$ cat config.mk
export PLATFORM = sky130hd
export DESIGN_NAME = viterbi_ber_monitor
export DESIGN_NICKNAME = d
export VERILOG_FILES = /design/src/rtl/viterbi_ber_monitor.sv
export SDC_FILE = /design/constraint.sdc
export NUM_CORES = 1
export LEC_CHECK = 0
export ABC_AREA = 1
export CELL_PAD_IN_SITES_DETAIL_PLACEMENT = 1
export CELL_PAD_IN_SITES_GLOBAL_PLACEMENT = 1
export CORE_MARGIN = 4
export CORE_UTILIZATION = 26
export CTS_CLUSTER_SIZE = 12
export DETAILED_ROUTE_END_ITERATION = 10
export GPL_TIMING_DRIVEN = 1
export PLACE_DENSITY_LB_ADDON = 0.05
export SLEW_MARGIN = 20
export SYNTH_ARGS = -nofsm -noshare
export SYNTH_HDL_FRONTEND = slang
export SYNTH_SLANG_ARGS = --single-unit
export TNS_END_PERCENT = 30
$ cat constraint.sdc
create_clock -name clk -period 14.4 [get_ports clk]
set_clock_uncertainty 0.1 [all_clocks]
set_input_delay 2.88 -clock clk [delete_from_list [all_inputs] [get_ports clk]]
set_output_delay 2.88 -clock clk [all_outputs]
set_load 0.03 [all_outputs]
$ cat src/rtl/viterbi_ber_monitor.sv
`default_nettype none
// ============================================================================
// Module   : viterbi_ber_monitor
// Brief    : Aligns decoded bits against a reference-bit history, locks on the
//            decoder latency and counts bit errors while locked.
// Revision : 1.0 - initial release
// ============================================================================

module viterbi_ber_monitor #(
  parameter int MAX_LAT  = 64,
  parameter int LOCK_WIN = 32,
  parameter int LOSS_THR = 8
) (
  input  logic        clk,
  input  logic        rst,
  input  logic        ref_valid_i,
  input  logic        ref_bit_i,
  input  logic        dec_valid_i,
  input  logic        dec_bit_i,
  input  logic        clear_i,
  output logic        locked_o,
  output logic [7:0]  latency_o,
  output logic [31:0] bit_count_o,
  output logic [31:0] error_count_o,
  output logic        overflow_o
);

  localparam int          c_IDX_W   = (MAX_LAT > 1) ? $clog2(MAX_LAT) : 1;
  localparam int          c_FILL_W  = $clog2(MAX_LAT + 1);
  localparam int          c_WIN_W   = $clog2(LOCK_WIN + 1);
  localparam int          c_THR_W   = $clog2(LOSS_THR + 1);
  localparam logic [31:0] c_CNT_MAX = 32'hFFFF_FFFF;

  typedef enum logic [0:0] {
    SEARCH = 1'b0,
    LOCKED = 1'b1
  } state_t;

  state_t               r_state;
  state_t               w_state_nxt;
  logic [MAX_LAT-1:0]   r_hist;
  logic [c_FILL_W-1:0]  r_fill;
  logic [7:0]           r_lat;
  logic [7:0]           w_lat_nxt;
  logic [c_WIN_W-1:0]   r_match_cnt;
  logic [c_WIN_W-1:0]   w_match_nxt;
  logic [c_WIN_W-1:0]   r_win_bits;
  logic [c_WIN_W-1:0]   w_win_bits_nxt;
  logic [c_THR_W-1:0]   r_win_errs;
  logic [c_THR_W-1:0]   w_win_errs_nxt;
  logic [31:0]          r_bit_count;
  logic [31:0]          w_bit_count_nxt;
  logic [31:0]          r_error_count;
  logic [31:0]          w_error_count_nxt;
  logic                 r_overflow;
  logic                 w_overflow_nxt;

  logic                 w_cmp;
  logic                 w_ref_bit;
  logic                 w_mismatch;
  logic [7:0]           w_lat_inc;

  // A decoded bit only counts once the history is deep enough to hold hist[L].
  assign w_cmp      = dec_valid_i && (32'(r_fill) > 32'(r_lat));
  assign w_ref_bit  = r_hist[r_lat[c_IDX_W-1:0]];
  assign w_mismatch = dec_bit_i ^ w_ref_bit;
  assign w_lat_inc  = (r_lat == 8'(MAX_LAT - 1)) ? 8'd0 : r_lat + 8'd1;

  always_comb begin
    w_state_nxt       = r_state;
    w_lat_nxt         = r_lat;
    w_match_nxt       = r_match_cnt;
    w_win_bits_nxt    = r_win_bits;
    w_win_errs_nxt    = r_win_errs;
    w_bit_count_nxt   = r_bit_count;
    w_error_count_nxt = r_error_count;
    w_overflow_nxt    = r_overflow;

    if (w_cmp) begin
      case (r_state)
        SEARCH: begin
          if (w_mismatch) begin
            w_match_nxt = '0;
            w_lat_nxt   = w_lat_inc;
          end else if (r_match_cnt == c_WIN_W'(LOCK_WIN - 1)) begin
            w_state_nxt    = LOCKED;
            w_match_nxt    = '0;
            w_win_bits_nxt = '0;
            w_win_errs_nxt = '0;
          end else begin
            w_match_nxt = r_match_cnt + c_WIN_W'(1);
          end
        end

        LOCKED: begin
          if (r_bit_count == c_CNT_MAX) w_overflow_nxt = 1'b1;
          else                          w_bit_count_nxt = r_bit_count + 32'd1;
          if (w_mismatch) begin
            if (r_error_count == c_CNT_MAX) w_overflow_nxt = 1'b1;
            else                            w_error_count_nxt = r_error_count + 32'd1;
          end
          w_win_bits_nxt = r_win_bits + c_WIN_W'(1);
          w_win_errs_nxt = r_win_errs + c_THR_W'(w_mismatch);
          // Loss takes priority over a window that closes on the same bit.
          if (w_mismatch && (r_win_errs == c_THR_W'(LOSS_THR - 1))) begin
            w_state_nxt    = SEARCH;
            w_lat_nxt      = w_lat_inc;
            w_match_nxt    = '0;
            w_win_bits_nxt = '0;
            w_win_errs_nxt = '0;
          end else if (r_win_bits == c_WIN_W'(LOCK_WIN - 1)) begin
            w_win_bits_nxt = '0;
            w_win_errs_nxt = '0;
          end
        end

        default: w_state_nxt = SEARCH;
      endcase
    end

    if (clear_i) begin
      w_bit_count_nxt   = '0;
      w_error_count_nxt = '0;
      w_overflow_nxt    = 1'b0;
    end
  end

  always_ff @(posedge clk or posedge rst) begin
    if (rst) begin
      r_state       <= SEARCH;
      r_lat         <= '0;
      r_match_cnt   <= '0;
      r_win_bits    <= '0;
      r_win_errs    <= '0;
      r_bit_count   <= '0;
      r_error_count <= '0;
      r_overflow    <= 1'b0;
    end else begin
      r_state       <= w_state_nxt;
      r_lat         <= w_lat_nxt;
      r_match_cnt   <= w_match_nxt;
      r_win_bits    <= w_win_bits_nxt;
      r_win_errs    <= w_win_errs_nxt;
      r_bit_count   <= w_bit_count_nxt;
      r_error_count <= w_error_count_nxt;
      r_overflow    <= w_overflow_nxt;
    end
  end

  always_ff @(posedge clk or posedge rst) begin
    if (rst) begin
      r_hist <= '0;
      r_fill <= '0;
    end else if (ref_valid_i) begin
      r_hist <= {r_hist[MAX_LAT-2:0], ref_bit_i};
      if (r_fill != c_FILL_W'(MAX_LAT)) r_fill <= r_fill + c_FILL_W'(1);
    end
  end

  assign locked_o      = (r_state == LOCKED);
  assign latency_o     = r_lat;
  assign bit_count_o   = r_bit_count;
  assign error_count_o = r_error_count;
  assign overflow_o    = r_overflow;

endmodule

`default_nettype wire

==> impl_metrics.tcl, run 1 <==
set metrics [dict create \
    status "finished, final reports clean" \
    place.gp.congestion 0.746 \
    power_frac_comb 0.099 \
    synth_fa_ha_area_frac 0.0218 \
    fin_ws_ns 9.27 \
    initial_utilization 0.265 \
    port_buffers 80 \
    synthXorXnorAreaFrac 0.0515 \
    cts_sinks 161 \
    synthMuxAreaShare 0 \
    drive_above_1_share 0.0507 \
    dp_hpwl_um 19500 \
    holdCritStartpoint "r_hist[21]$_DFFE_PP0P_" \
    wl_um 28600 \
    numCtsBuffers 17 \
    worstPathRequired_ns 14.68 \
    crit_arrival_ns 5.41 \
    grt_pass1_vias 8757 \
    ios 81 \
    grt_usage 0.155 \
    cts.root.buffer_cell "clkbuf_16" \
    p_clk_frac 0.455 \
    synth_common_cells "339 x nand2_1, 161 x dfrtp_1, 160 x nor2_1" \
    grt_pass1_wl_um 48200 \
    fp.dieArea_um2 38400 \
    yosysTopAreaCellShare 0.439 \
    slew_viol_final 0 \
    async_flop_share 1.00 \
    yosys-top-cells-area "dfrtp_1 44%, nand2_1 14%, nand3_1 6.9%" \
    critPathMaxFanout 35 \
    holdBufCountCts 0 \
    critPathKind "in2reg" \
    antenna_found_initial 0 \
    cts_buffer_depth 2 \
    multiInputGateArea_um2 4480 \
    vias_per_cell 4.68 \
    hold_viol 0 \
    seqPwrFrac 0.445 \
    syn-num-nets 1252 \
    r2r-end "error_count_o[24]$_DFFE_PP0P_" \
    final_antenna_net_count 0 \
    synth_top_family_by_area "simple AND/OR/NAND/NOR gates" \
    startpoint_type "primary input" \
    first_pass_iters 4 \
    end_kind "flip-flop" \
    netSwitchingFraction 0.271 \
    power_density_nw_per_um2 105 \
    cap_viol_max_count 0 \
    detail_route.iter0.violations 325 \
    synth_most_common_cell "nand2_1" \
    tightest_slew_ns 0.804 \
    drc 0 \
    vdd_drop_max_v 0.0000847 \
    synthToLayoutAreaGrowth_pct 19.8 \
    grt_max_degree 73 \
    rows 68 \
    dp_slack_ns 8.82 \
    avgSynthCellArea_um2 7.47 \
    vias 8224 \
    fin_crit_ns 5.13 \
    rsz0062_at_grt "false" \
    ys_seq_area_frac 0.439 \
    regArea_um2 4030 \
    holdPathStages 2 \
    holdCritPathClass "reg2reg" \
    timing.rr.start "latency_o[2]$_DFFE_PP0P_" \
    cts_resized 0 \
    nNetsFinal 1311 \
    max_freq_mhz 195 \
    ys_types 42 \
    synth-simple-area-share 0.341 \
    hold_end "r_hist[22]$_DFFE_PP0P_" \
    yosys.area.top_type "dfrtp_1" \
    tritoncts "built" \
    reg2reg_depth 16 \
    synthesis.instances 1229 \
    leakagePower_nw 4.73 \
    p_int_uw 845 \
    synth-edff-count 0 \
    synth_compound_area_frac 0.0733 \
    ys_ff_latch 161 \
    insertion_delay_ns 0.44 \
    fin_crit_sh 0.356 \
    setup_viol 0 \
    relSlewSlack 0.464 \
    p_sw_uw 315 \
    grt_overflow 0 \
    coreArea_um2 34700 \
    n_fill_cell 4272 \
    die_height_um 196 \
    finalSetupTns_ns 0 \
    diodes 0 \
    fp.dieW_um 196 \
    ys.flop_type "dfrtp_1" \
    htreeDepth 4 \
    r2r_setup_slack_ns 10.70 \
    yosysWarningCount 0 \
    synth_area_um2 9180 \
    postCtsSetupRepairBufs 0 \
    clk_pin_slew_ns 0.07 \
    wl_per_cell_um 16.3 \
]
final cells by class:
| class | count | share of cell area |
|---|---|---|
| Clock inverter | 14 | 0.0206 |
| Sequential cell | 161 | 0.366 |
| Timing Repair Buffer | 88 | 0.0776 |
| Clock buffer | 18 | 0.0399 |
| Inverter | 103 | 0.0367 |
| Multi-Input combinational cell | 917 | 0.407 |
| Tap cell | 455 | 0.0517 |
critical path, stage by stage:
cell,delay (ns)
clkdlybuf4s50_1,0.47
nand2_1,0.05
a41oi_1,0.18
nand2_1,0.16
nor2_2,0.30
inv_1,0.31
a21oi_4,0.32
nand2_8,0.21
nand2_4,0.32
nand2_1,0.11
nand2_1,0.07
metrics by stage:
step                      power [mW]  utilization  instance area [um^2]  instances  hold WS (ns)
after detailed placement       0.645        0.298                 10300       1724         0.396
after floorplan                0.609            -                  9180       1229         0.374
final                           1.16        0.317                 11000       1756         0.398
after global routing            1.23        0.317                 11000       1756         0.455
after CTS                       1.19        0.317                 11000       1756         0.406
after global placement         0.641        0.298                 10300       1724         0.397
cell families after synthesis:
kind of cell / Yosys count
AOI/OAI and AO/OA: 125
xor gates and xnor gates: 54
adders and majority gates: 16
buffers and inverters: 151
DFF: 161
and+or+nand+nor: 722
worst max-delay path by stage:
stage               slack (ns)   startpoint  depth (start not counted)                       endpoint
floorplan                 7.07          rst                          1     bit_count_o[0]$_DFFE_PP0P_
global placement          8.90  dec_valid_i                         11  error_count_o[25]$_DFFE_PP0P_
detailed placement        8.82  dec_valid_i                         11  error_count_o[24]$_DFFE_PP0P_
CTS                       9.28  dec_valid_i                         11  error_count_o[24]$_DFFE_PP0P_
global route              9.05  dec_valid_i                         11  error_count_o[26]$_DFFE_PP0P_
finish                    9.27  dec_valid_i                         11  error_count_o[24]$_DFFE_PP0P_
power by group through the flow:
stage | Combinational [mW] | Sequential, mW | Clock, mW
6_report | 0.115 | 0.517 | 0.528
5_1_grt | 0.139 | 0.522 | 0.569
4_1_cts | 0.120 | 0.517 | 0.550
3_5_place_dp | 0.118 | 0.526 | 0
3_3_place_gp | 0.116 | 0.525 | 0
2_1_floorplan | 0.0914 | 0.517 | 0
metal layers:
layer | up-vias | GRT usage | wire, um
li1 | 4116 | - | -
met1 | 4017 | 0.208 | 14000
met2 | 76 | 0.259 | 13600
met3 | 15 | 0.0325 | 734
met4 | 0 | 0.0341 | 239
met5 | - | 0 | 0
sequential cells by signal, indices dropped and copies added, names as in the netlist:
signal	cells
error_count_o	32
locked_o	1
r_win_errs	4
r_match_cnt	6
r_hist	64
overflow_o	1
latency_o	8
r_fill	7
r_win_bits	6
bit_count_o	32
cells in the final DEF (no fill, tap or decap), types with 23 or more instances in the layout:
| master | synthesis | final |
|---|---|---|
| o21ai_0 | 49 | 49 |
| a21oi_1 | 52 | 52 |
| nand4_1 | 23 | 23 |
| inv_1 | 98 | 97 |
| dfrtp_1 | 161 | 161 |
| nor2_1 | 160 | 160 |
| nand2_1 | 339 | 339 |
| nand3_1 | 127 | 127 |
| clkdlybuf4s50_1 | 0 | 78 |
| nor3_1 | 29 | 29 |
| xor2_1 | 33 | 33 |
Power figures use the tool's default switching activity.
==> run 2: changes to the inputs <==
==> constraint.sdc (replaced) <==
create_clock -name clk -period 4.5 [get_ports clk]
set_clock_uncertainty 0.1 [all_clocks]
set_input_delay 0.9 -clock clk [delete_from_list [all_inputs] [get_ports clk]]
set_output_delay 0.9 -clock clk [all_outputs]
set_load 0.03 [all_outputs]
==> run 2 against run 1 <==
Compared with the run above:
- sequential share of layout area is 0.071 points higher
- via count is 0.27% higher
- flip-flop and latch count stayed put
- global-route usage is 0.24 points higher
- sequential power grew to 3.2 times the previous value
- critical path depth is 3 higher
- first-iteration DRC count is 2.5% higher
- worst setup slack worse by 8.3 ns
- die area stayed put
- utilization is 0.061 points lower
- highest routed layer unchanged
==> impl_metrics.tcl, run 2 (same netlist as run 1, synthesis figures left out) <==
set metrics [dict create \
    crit_chain "inv_1 > ha_1 > nand2_1 > nor2_1 > o21ai_1 > o211ai_1 > a21o_1 > nand2_1 > nor2_2 > nand2_2 > nand2_1 > clkinv_1 > nand2_1 > o31ai_1" \
    ios 81 \
    multiInputGateArea_um2 4480 \
    hold_viol 0 \
    grt_max_degree 98 \
    fp.dieW_um 196 \
    holdCritStartpoint "r_hist[39]$_DFFE_PP0P_" \
    finalSetupTns_ns 0 \
    fin_crit_ns 3.53 \
    initial_utilization 0.265 \
    coreArea_um2 34700 \
    largest_reg_flops 64 \
    drc 0 \
    clk_pin_slew_ns 0.07 \
    cts_resized 0 \
    n_fill_cell 4255 \
    wl_um 29300 \
    detail_route.iter0.violations 333 \
    end_kind "flip-flop" \
    critPathKind "reg2reg" \
    layout_common_cells "339 x nand2_1, 161 x dfrtp_1, 160 x nor2_1" \
    timing.rr.start "latency_o[3]$_DFFE_PP0P_" \
    path_delay_family "simple AND/OR/NAND/NOR gates" \
    tightest_slew_ns 0.886 \
    grt_pass1_vias 8867 \
    cap_viol_max_count 0 \
    cts_buffer_depth 2 \
    cts_sinks 161 \
    fin_ws_ns 0.972 \
    insertion_delay_ns 0.44 \
    r2r_setup_slack_ns 0.97 \
    leakagePower_nw 4.73 \
    cpPeakStageDelay_ns 0.52 \
    rows 68 \
    crit_buf_inv 2 \
    htreeDepth 4 \
    setup_viol 0 \
    r2r-end "bit_count_o[27]$_DFFE_PP0P_" \
    grt_usage 0.157 \
    port_buffers 80 \
    slew_viol_final 0 \
    fp.dieArea_um2 38400 \
    worstPathRequired_ns 4.69 \
    layout_commonest_cell "nand2_1" \
    grt_pass1_wl_um 49200 \
    design_area_um2 11000 \
    crit_arrival_ns 3.72 \
    status "finished, final reports clean" \
    holdPathStages 2 \
    synthToLayoutAreaGrowth_pct 19.6 \
    largest-register "r_hist" \
    numCtsBuffers 17 \
    reg2reg_depth 14 \
    critical_path.most_common_cell "nand2_1" \
    grt_overflow 0 \
    final_antenna_net_count 0 \
    wl_per_cell_um 16.7 \
    postCtsSetupRepairBufs 0 \
    nNetsFinal 1315 \
    critPathMaxFanout 18 \
    hold_end "r_hist[40]$_DFFE_PP0P_" \
    max_freq_mhz 283 \
    dp_hpwl_um 20700 \
    die_height_um 196 \
    vdd_drop_max_v 0.000256 \
    diodes 0 \
    fin_crit_sh 0.784 \
    dp_slack_ns 0.848 \
    place.gp.congestion 0.763 \
    regArea_um2 4030 \
    holdBufCountCts 0 \
    rsz0062_at_grt "false" \
    tritoncts "built" \
    cp_slowest_cell "dfrtp_1" \
    relSlewSlack 0.409 \
    power_density_nw_per_um2 320 \
    cts.root.buffer_cell "clkbuf_16" \
    antenna_found_initial 0 \
    place_area_um2 10400 \
    holdCritPathClass "reg2reg" \
    vias 8246 \
    drive_above_1_share 0.0521 \
    startpoint_type "flip-flop" \
    vias_per_cell 4.69 \
    first_pass_iters 6 \
]
[run 2: worst max path at each step]
stage                                             end  cells after the start                      from
after floorplan            bit_count_o[0]$_DFFE_PP0P_                      1                       rst
after global placement    bit_count_o[23]$_DFFE_PP0P_                     10               dec_valid_i
after detailed placement  bit_count_o[22]$_DFFE_PP0P_                     10               dec_valid_i
after CTS                 bit_count_o[27]$_DFFE_PP0P_                     14  latency_o[3]$_DFFE_PP0P_
after global routing      bit_count_o[22]$_DFFE_PP0P_                     14  latency_o[3]$_DFFE_PP0P_
final                     bit_count_o[27]$_DFFE_PP0P_                     14  latency_o[3]$_DFFE_PP0P_
[run 2: layout make-up]
class	instances	area share
Multi-Input combinational cell	917	0.408
Tap cell	455	0.0518
Timing Repair Buffer	92	0.0845
Clock buffer	20	0.0416
Clock inverter	11	0.0104
Sequential cell	161	0.367
Inverter	103	0.0367
[run 2: report_power, final]
| group | total [mW] | switching, mW | internal [mW] |
|---|---|---|---|
| combinational | 0.377 | 0.238 | 0.139 |
| clock | 1.47 | 0.636 | 0.838 |
| sequential | 1.66 | 0.0987 | 1.56 |
| total | 3.51 | 0.973 | 2.54 |
[run 2: per-layer routing]
layer | GRT usage | part of all wire
met5 | 0 | 0
met4 | 0.0284 | 0.0074
met3 | 0.0331 | 0.032
met2 | 0.263 | 0.47
met1 | 0.213 | 0.49
[run 2: through the flow]
step,hold slack (ns),cells,util,total power [mW]
2_1_floorplan,0.374,1229,-,1.95
3_3_place_gp,0.404,1727,0.299,2.07
3_5_place_dp,0.400,1727,0.299,2.08
4_1_cts,0.419,1758,0.316,3.59
5_1_grt,0.454,1759,0.316,3.73
6_report,0.412,1759,0.316,3.51
[run 2: worst min-delay path: stages, from the launching register on]
cell     delay [ns]
dfrtp_1        0.36
nand2_1        0.05
o21ai_0        0.06
==> run 3: changes to the inputs <==
==> constraint.sdc (replaced) <==
create_clock -name clk -period 3.3 [get_ports clk]
set_clock_uncertainty 0.1 [all_clocks]
set_input_delay 0.66 -clock clk [delete_from_list [all_inputs] [get_ports clk]]
set_output_delay 0.66 -clock clk [all_outputs]
set_load 0.03 [all_outputs]
==> run 3 against run 2 <==
Compared with the run above:
- via count is 1.0% higher
- routed wire length down 1.1%
- non-clock buffer count increased by 14
- cell count increased by 0.85%
- worst hold slack got worse by 0.00066 ns
- critical path depth rose by 5
- sequential power is 37% higher
- total power grew 39%
- cell area up 1.3%
- critical path type unchanged
- highest routed layer unchanged
==> impl_metrics.tcl, run 3 (same netlist as run 1, synthesis figures left out) <==
set metrics [dict create \
    numCtsBuffers 17 \
    fin_crit_ns 2.88 \
    port_buffers 80 \
    cp.depth 19 \
    diodes 0 \
    place_inst 1742 \
    path_delay_family "simple AND/OR/NAND/NOR gates" \
    grt_pass1_vias 8926 \
    setup_viol 0 \
    die_height_um 196 \
    finalSetupTns_ns 0 \
    holdCritStartpoint "r_hist[39]$_DFFE_PP0P_" \
    cts_buffer_depth 2 \
    vdd_drop_max_v 0.000370 \
    dp_hpwl_um 20700 \
    relSlewSlack 0.560 \
    holdPathStages 2 \
    wl_per_cell_um 16.4 \
    holdCritPathClass "reg2reg" \
    fin_cells 1774 \
    crit_chain "inv_4 > nand2_1 > nand3_1 > nand3_1 > nand2_1 > nand2_1 > nand3_1 > nand3_2 > nand2_1 > nand2_2 > nand2_4 > inv_8 > ha_1 > ha_1 > or2_2 > nand3_1 > nor2_1 > nand2_1 > nand2_1" \
    max_freq_mhz 347 \
    total_power_mw 4.88 \
    first_pass_iters 4 \
    hold_viol 0 \
    timing.rr.start "latency_o[0]$_DFFE_PP0P_" \
    grt_overflow 0 \
    fp.dieArea_um2 38400 \
    antenna_found_initial 0 \
    cts_sinks 161 \
    cts_resized 0 \
    insertion_delay_ns 0.44 \
    critPathKind "reg2reg" \
    detail_route.iter0.violations 370 \
    ios 81 \
    cp_slowest_cell "dfrtp_1" \
    largest_reg_flops 64 \
    synthToLayoutAreaGrowth_pct 21.1 \
    vias_per_cell 4.70 \
    critical_path.most_common_cell "nand2_1" \
    crit_arrival_ns 3.10 \
    fin_ws_ns 0.419 \
    rows 68 \
    vias 8330 \
    tritoncts "built" \
    layout_common_cells "339 x nand2_1, 161 x dfrtp_1, 160 x nor2_1" \
    worstPathRequired_ns 3.52 \
    cpPeakStageDelay_ns 0.43 \
    wl_um 29000 \
    cap_viol_max_count 0 \
    crit_buf_inv 2 \
    cts.root.buffer_cell "clkbuf_16" \
    dp_slack_ns 0.408 \
    tightest_slew_ns 0.659 \
    rsz0062_at_grt "false" \
    reg2reg_depth 19 \
    grt_pass1_wl_um 49300 \
    status "finished, final reports clean" \
    drive_above_1_share 0.0614 \
    grt_usage 0.158 \
    crit_start "latency_o[0]$_DFFE_PP0P_" \
    clk_pin_slew_ns 0.07 \
    leakagePower_nw 4.81 \
    coreArea_um2 34700 \
    power_density_nw_per_um2 439 \
    end_kind "flip-flop" \
    final_antenna_net_count 0 \
    nNetsFinal 1329 \
    postCtsSetupRepairBufs 0 \
    fin_crit_sh 0.873 \
    place.gp.congestion 0.774 \
    largest-register "r_hist" \
    holdBufCountCts 0 \
    critPathMaxFanout 33 \
    initial_utilization 0.265 \
    startpoint_type "flip-flop" \
    fp.dieW_um 196 \
    layout_commonest_cell "nand2_1" \
    drc 0 \
    slew_viol_final 0 \
    htreeDepth 4 \
    grt_max_degree 69 \
]
[run 3: final timing paths]
check	slack (ns)	end
worst max-delay path	0.42	r_win_errs[2]$_DFFE_PP0P_
worst min-delay path	0.41	r_hist[40]$_DFFE_PP0P_
worst max register to register	0.42	r_win_errs[2]$_DFFE_PP0P_
worst min register to register	0.41	r_hist[40]$_DFFE_PP0P_
max in group asynchronous	1.87	r_hist[25]$_DFFE_PP0P_
min in group asynchronous	0.46	bit_count_o[17]$_DFFE_PP0P_
[run 3: layout make-up]
cell class              instances  area [um^2]
clock buffers                  22          464
clock inverters                10          134
fillers                      4249        23600
inverters                     103          403
multi-input cells             917         4480
flip-flops and latches        161         4030
well taps                     455          569
repair buffers                106         1040
[run 3: per-layer routing]
metal / vias to the layer above / track usage / share of wire
met4: 0 / 0.0310 / 0.0098
met5: - / 0 / 0
met2: 86 / 0.263 / 0.47
met3: 18 / 0.0371 / 0.033
met1: 4073 / 0.211 / 0.48
li1: 4153 / - / -
[run 3: worst reg2reg max path: stages (launching register included)]
cell	delay, ns
dfrtp_1	0.43
inv_4	0.29
nand2_1	0.12
nand3_1	0.08
nand3_1	0.08
nand2_1	0.07
nand2_1	0.04
nand3_1	0.13
nand3_2	0.11
nand2_1	0.09
nand2_2	0.07
nand2_4	0.14
inv_8	0.08
ha_1	0.22
ha_1	0.20
or2_2	0.27
nand3_1	0.08
nor2_1	0.05
nand2_1	0.07
nand2_1	0.05
[run 3: metrics by stage]
stage	hold slack [ns]	utilization	area, um^2
after floorplan	0.374	-	9190
after global placement	0.398	0.303	10500
after detailed placement	0.405	0.303	10500
after CTS	0.417	0.320	11100
after global routing	0.451	0.320	11100
final	0.411	0.320	11100
[run 3: power breakdown]
group	switching, mW	internal (mW)	leakage (nW)
logic	0.319	0.190	2.46
registers	0.134	2.13	2.06
clock network	0.876	1.23	0.290
total	1.33	3.55	4.81
